## src/rtl/alu_arbiter.sv

```systemverilog
// alu_arbiter: shares one external ALU between two requesters.
//
// Operations (a, b, op) are accepted from requester 0 or 1 through a
// valid/ready handshake, with round-robin choice on a tie. The operands are
// registered onto the ALU input ports. The ALU's combinational result is
// captured one cycle later and returned, tagged with the requester ID,
// through a valid/ready response port.
//
// Ports
//   clk, rst_n                 clock (rising edge), async active-low reset
//   reqN_valid / reqN_ready    request handshake for requester N (0/1)
//   reqN_a, reqN_b, reqN_op    request operands and opcode
//   alu_a, alu_b, alu_op       registered operands driven to the ALU
//   alu_res                    combinational result returned by the ALU
//   rsp_valid / rsp_ready      response handshake
//   rsp_id, rsp_res            requester ID and captured ALU result
//
// state  | meaning
// -------+----------------------------------------------------------------
// IDLE   | no operation in flight; grants any valid request
// EXEC   | operands on ALU ports; ALU result settles this cycle
// RESP   | response held; a new request is granted on the handshake cycle

module alu_arbiter #(
  parameter int DW  = 4,
  parameter int OPW = 3,
  parameter int RW  = 8
) (
  input  logic           clk,
  input  logic           rst_n,

  input  logic           req0_valid,
  output logic           req0_ready,
  input  logic [DW-1:0]  req0_a,
  input  logic [DW-1:0]  req0_b,
  input  logic [OPW-1:0] req0_op,

  input  logic           req1_valid,
  output logic           req1_ready,
  input  logic [DW-1:0]  req1_a,
  input  logic [DW-1:0]  req1_b,
  input  logic [OPW-1:0] req1_op,

  output logic [DW-1:0]  alu_a,
  output logic [DW-1:0]  alu_b,
  output logic [OPW-1:0] alu_op,
  input  logic [RW-1:0]  alu_res,

  output logic           rsp_valid,
  input  logic           rsp_ready,
  output logic           rsp_id,
  output logic [RW-1:0]  rsp_res
);

  typedef enum logic [1:0] {
    S_IDLE = 2'd0,
    S_EXEC = 2'd1,
    S_RESP = 2'd2
  } state_t;

  state_t         r_state;
  state_t         w_state_nxt;
  logic           r_last_grant;
  logic [DW-1:0]  r_alu_a;
  logic [DW-1:0]  r_alu_b;
  logic [OPW-1:0] r_alu_op;
  logic           r_rsp_valid;
  logic           r_rsp_id;
  logic [RW-1:0]  r_rsp_res;

  logic           w_can_grant;
  logic           w_gnt0;
  logic           w_gnt1;
  logic           w_rsp_hs;

  // In RESP rsp_valid is always high, so rsp_ready alone marks the handshake.
  assign w_rsp_hs    = (r_state == S_RESP) && rsp_ready;
  assign w_can_grant = (r_state == S_IDLE) || w_rsp_hs;

  // On a tie the requester that did not win last time is granted; the two
  // terms are mutually exclusive by construction.
  assign w_gnt0 = w_can_grant && req0_valid && (!req1_valid ||  r_last_grant);
  assign w_gnt1 = w_can_grant && req1_valid && (!req0_valid || !r_last_grant);

  always_comb begin
    w_state_nxt = r_state;
    case (r_state)
      S_IDLE: begin
        if (w_gnt0 || w_gnt1) w_state_nxt = S_EXEC;
      end
      S_EXEC: begin
        w_state_nxt = S_RESP;
      end
      S_RESP: begin
        if (rsp_ready) w_state_nxt = (w_gnt0 || w_gnt1) ? S_EXEC : S_IDLE;
      end
      default: begin
        w_state_nxt = S_IDLE;
      end
    endcase
  end

  always_ff @(posedge clk or negedge rst_n) begin
    if (!rst_n) begin
      r_state      <= S_IDLE;
      r_last_grant <= 1'b1;
      r_alu_a      <= '0;
      r_alu_b      <= '0;
      r_alu_op     <= '0;
      r_rsp_valid  <= 1'b0;
      r_rsp_id     <= 1'b0;
      r_rsp_res    <= '0;
    end else begin
      r_state <= w_state_nxt;

      if (w_gnt0) begin
        r_alu_a      <= req0_a;
        r_alu_b      <= req0_b;
        r_alu_op     <= req0_op;
        r_rsp_id     <= 1'b0;
        r_last_grant <= 1'b0;
      end else if (w_gnt1) begin
        r_alu_a      <= req1_a;
        r_alu_b      <= req1_b;
        r_alu_op     <= req1_op;
        r_rsp_id     <= 1'b1;
        r_last_grant <= 1'b1;
      end

      if (r_state == S_EXEC) begin
        r_rsp_res   <= alu_res;
        r_rsp_valid <= 1'b1;
      end else if (w_rsp_hs) begin
        r_rsp_valid <= 1'b0;
      end
    end
  end

  assign req0_ready = w_gnt0;
  assign req1_ready = w_gnt1;
  assign alu_a      = r_alu_a;
  assign alu_b      = r_alu_b;
  assign alu_op     = r_alu_op;
  assign rsp_valid  = r_rsp_valid;
  assign rsp_id     = r_rsp_id;
  assign rsp_res    = r_rsp_res;

endmodule

```

## config.mk

```make
export PLATFORM = sky130hd
export DESIGN_NAME = alu_arbiter
export DESIGN_NICKNAME = d
export VERILOG_FILES = /design/src/rtl/alu_arbiter.sv
export SDC_FILE = /design/constraint.sdc
export NUM_CORES = 1
export LEC_CHECK = 0
export ABC_CLOCK_PERIOD_IN_PS = 1600
export BUFFER_PORTS_ARGS = -buffer_cell sky130_fd_sc_hd__buf_2
export CORE_UTILIZATION = 46
export CTS_BUF_LIST = sky130_fd_sc_hd__clkbuf_2
export DETAILED_ROUTE_END_ITERATION = 8
export PLACE_DENSITY = 0.86
export SLEW_MARGIN = 20
export SYNTH_ARGS = -nofsm -noshare
export SYNTH_HDL_FRONTEND = slang
export SYNTH_SLANG_ARGS = --single-unit
```

## constraint.sdc

```tcl
create_clock -name clk -period 1.6 [get_ports clk]
set_clock_uncertainty 0.2 [all_clocks]
set_input_delay 0.24 -clock clk [delete_from_list [all_inputs] [get_ports clk]]
set_output_delay 0.24 -clock clk [all_outputs]
set_load 0.02 [all_outputs]
```

==> out/metrics.sh <==
WORSTSKEWPAIRLATENCY_NS=0.35
REG2REG_SETUP_SLACK_NS=0
MAPPEDNETLISTAREA_SQ_UM=1090
POWER.COMBINATIONAL.FRACTION_PCT=53.3
NUMPORTBUFFERS=57
WORST-PATH-MAX-FANOUT=3
VIOLATED_CHECKS='negative setup slack'
GRT_OVERFLOW=0
SYNTH-WARNING-COUNT=0
CP_CELL_SEQUENCE='nand2b_4 -> nand4b_4 -> inv_2 -> buf_6'
REMAINING_DRC_ERRORS=0
SYNTH_ENABLE_FLOP_CELLS=0
TIMING.MAX_SLEW.REL_SLACK_PCT=64.9
FINAL_HOLD_VIOLS=0
INITIAL_CORE_UTIL_PCT=49.0
TIMING.CRITICAL_PATH.SLOWEST_STAGE_CELL='sky130_fd_sc_hd__dfstp_2'
DRT-WIRELENGTH-PER-CELL_MICRONS=15.3
ANTENNA_VIOLATING_NETS_LEFT=0
TIMING.CRITICAL_PATH.MAX_DELAY_FAMILY='flip-flops'
GLOBALROUTETOTALUTIL_PCT=24.3
NETLIST.TOP_CELL.BY_AREA='sky130_fd_sc_hd__dfrtp_1'
ROUTED_WIRELENGTH_MM=2.92
POWER_LEAKAGE_nW=0.781
WORST-SETUP-PATH-TYPE='reg2out'
ROW_COUNT=17
FINAL_PERIOD_MINUS_WORST_SETUP_SLACK_NS=1.79
CTS_NUM_SINKS=24
ASYNC_FLOP_SHARE_PCT=100
POSTSYNTHREGISTERBITS=24
INTERNAL_POWER_mW=1.67
YOSYS-TOP-CELLS-AREA='sky130_fd_sc_hd__dfrtp_1, sky130_fd_sc_hd__o221a_1, sky130_fd_sc_hd__nand4b_1, sky130_fd_sc_hd__mux2_2, sky130_fd_sc_hd__dfstp_2'
SYNTH_MOST_COMMON_CELL='sky130_fd_sc_hd__dfrtp_1'
DRTITER0DRC=14
DETAILEDROUTE.FIRSTPASSITERATIONCOUNT=4
WORSTPATHREQUIRED_NS=1.16
RUN_STATUS='complete, but fails checks'
POSTSYNTHAREAPERCELL_SQ_UM=13.7
POST_DP_CELL_AREA_SQ_UM=1410
CLOCKBUFFERDEPTH=2
DRIVE_ABOVE_1_SHARE_PCT=53.4
DIE_AREA_SQ_UM=2580
SYN_INST=80
PLACEDCELLCOUNT=164
GRT_START_MAX_NET_PINS=25
WORST_IR_DROP_VDD_mV=1.21
START_KIND='flip-flop'
CRIT_ARRIVAL_NS=1.35
POWER_SWITCHING_SHARE_PCT=41.1
TRITONCTS_CLOCK_TREE='done'
CRITICAL_PATH.MAX_STAGE_DELAY_NS=0.60
VIAS_IN_THE_FIRST_GLOBAL_ROUTE=974
CLKTRANSATPATHREGS_NS=0.23
CTSROOTBUFFERMASTER='sky130_fd_sc_hd__clkbuf_2'
CRITICAL_PATH_BUF_INV_COUNT=2
POWER_mW=2.83
YS_TYPES=26
YOSYS-TOP-CELLS-COUNT='sky130_fd_sc_hd__dfrtp_1, sky130_fd_sc_hd__nand4b_1, sky130_fd_sc_hd__o221a_1'
P_CLK_SHARE_PCT=8.7
GLOBAL_ROUTE_WIRE_LENGTH_BEFORE_REPAIR_MM=4.52
FINAL-INSTANCE-COUNT-EXCL-FILL=191
DIE_WD_MICRONS=50.8
WORSTHOLDPATHTYPE='in2reg'
NETSWITCHINGPOWER_mW=1.16
SYNTH_SEQUENTIAL_AREA_RATIO_PCT=55.0
DPL_WORST_SLACK_NS=0.00695
DESIGN.CORE.AREA_SQ_UM=2230
RSZ0062_AT_GRT='true'
INSERTEDDIODECOUNT=0
POWER.SHARE.SEQUENTIAL_PCT=38.0
WORST_MARGIN_SLEW_NS=0.527
FP.DIEH_MICRONS=50.8
FINALMAXSLEWVIOLATIONS=0
TOTAL_NETS_FINAL=199
PLACE.GP.CONGESTION=0.775
MAX-CAP-VIOLATIONS=0
DP_HPWL_MM=1.87
DETAILROUTE.VIA_COUNT=986
FILLCELLCOUNT=164
NUMBER_OF_ANTENNA_VIOLATIONS_AT_THE_FIRST_CHECK_IN_GLOBAL_ROUTING=0
CLOCK.FMAX_GHz=0.558
WORSTSETUPENDPOINTTYPE='primary output'
TIMING.FINAL.WS_SETUP_NS=-0.191
IO_PINS=58
SYNTH-MAIN-FF-CELL='sky130_fd_sc_hd__dfrtp_1'
POWER.DENSITY_nW_PER_UM2=1700
SETUP_VIOL_COUNT_FINAL=2
SYNTH.NET_COUNT=115
CTS_MAX_LEVEL=1
LAYOUT-AREA-OVERHEAD-VS-SYNTH_PCT=52.6
FINISH.UTILIZATION_PCT=74.8
FINALCRITPERIODSHARE_PCT=112
SYNTH_LARGEST_TYPE_AREA_FRACTION_PCT=52.6
DESIGN_AREA_SQ_UM=1670
NUMBER_OF_BUFFERS_CREATED_BY_CTS=3
DETAIL_ROUTE.VIAS_PER_CELL=5.16
-- power groups by stage --
stage	sequential (mW)	clock [mW]	combinational, mW
finish	1.08	0.248	1.51
global route	1.11	0.279	1.61
CTS	1.07	0.253	1.50
detailed placement	1.09	0	1.39
global placement	1.07	0	1.35
floorplan	1.41	0	0.612
-- logic make-up after synthesis --
group / synth area share [%]
buffers and inverters: 4.91
DFF: 55.0
and+or+nand+nor: 17.4
muxes: 8.23
AOI/OAI and AO/OA: 14.5
-- cell usage in the layout, fill, tap and decap left out, types with 2 or more instances in the layout --
master,netlist,routed
sky130_fd_sc_hd__dfrtp_1,23,23
sky130_fd_sc_hd__nand4b_1,11,11
sky130_fd_sc_hd__inv_1,3,2
sky130_fd_sc_hd__nor2_1,2,2
sky130_fd_sc_hd__nor2b_1,2,2
sky130_fd_sc_hd__clkbuf_2,0,4
sky130_fd_sc_hd__o221a_1,9,9
sky130_fd_sc_hd__buf_2,1,56
sky130_fd_sc_hd__o221a_2,2,2
sky130_fd_sc_hd__buf_4,3,8
sky130_fd_sc_hd__dlygate4sd3_1,0,20
sky130_fd_sc_hd__mux2_2,8,8
-- sequential cells by signal, indices dropped and copies added (netlist names) --
signal,count
rsp_res,8
rsp_valid,1
alu_b,4
r_last_grant,1
alu_a,4
rsp_id,1
alu_op,3
r_state,2
-- timing repair --
action                                 CTS  global route
setup buffers                            3             1
hold buffers                            20             0
resized for setup                        6             0
gates cloned                             0             0
endpoints found under the hold margin   43             0
setup endpoints to repair                2             6
pin swaps                                1             0
-- layout make-up --
cell class | instances | area (sq um) | area share (%)
multi-input cells | 47 | 450 | 27.0
flip-flops and latches | 24 | 602 | 36.0
clock buffers | 4 | 20.0 | 1.20
repair buffers | 85 | 552 | 33.0
well taps | 28 | 35.0 | 2.10
inverters | 3 | 11.3 | 0.674
-- path summary, 6_finish.rpt --
path / startpoint / end / depth (start not counted)
max reg2reg: r_last_grant$_DFFE_PN1P_ / alu_b[3]$_DFFE_PN0P_ / 4
max in group asynchronous: rst_n / r_last_grant$_DFFE_PN1P_ / 2
min in group asynchronous: rst_n / alu_b[2]$_DFFE_PN0P_ / 2
min: req1_b[0] / alu_b[0]$_DFFE_PN0P_ / 3
min reg2reg: rsp_id$_DFFE_PN0P_ / rsp_id$_DFFE_PN0P_ / 1
max: r_last_grant$_DFFE_PN1P_ / req0_ready / 4
-- tightest hold or removal path, delay by kind of cell --
kind / cells / cell delay, ns
and+or+nand+nor: 1 / 0.09
AOI/OAI and AO/OA: 1 / 0.15
buffers and inverters: 1 / 0.07
-- metrics by stage --
step	setup TNS, ns	hold slack [ns]
2_1_floorplan	0	-0.256
3_3_place_gp	0	0.0306
3_5_place_dp	0	0.0469
4_1_cts	-0.373	0.0182
5_1_grt	-0.557	0.00536
6_report	-0.342	0.0278
-- metal layers --
| layer | vias up | part of all wire (%) | wire [microns] | track usage (%) |
|---|---|---|---|---|
| met1 | 460 | 43 | 1250 | 29.2 |
| li1 | 473 | - | - | - |
| met5 | - | 0 | 0 | 0 |
| met2 | 45 | 49 | 1440 | 41.6 |
| met3 | 8 | 4.9 | 142 | 3.64 |
| met4 | 0 | 2.8 | 82 | 13.0 |
Power figures use the tool's default switching activity.
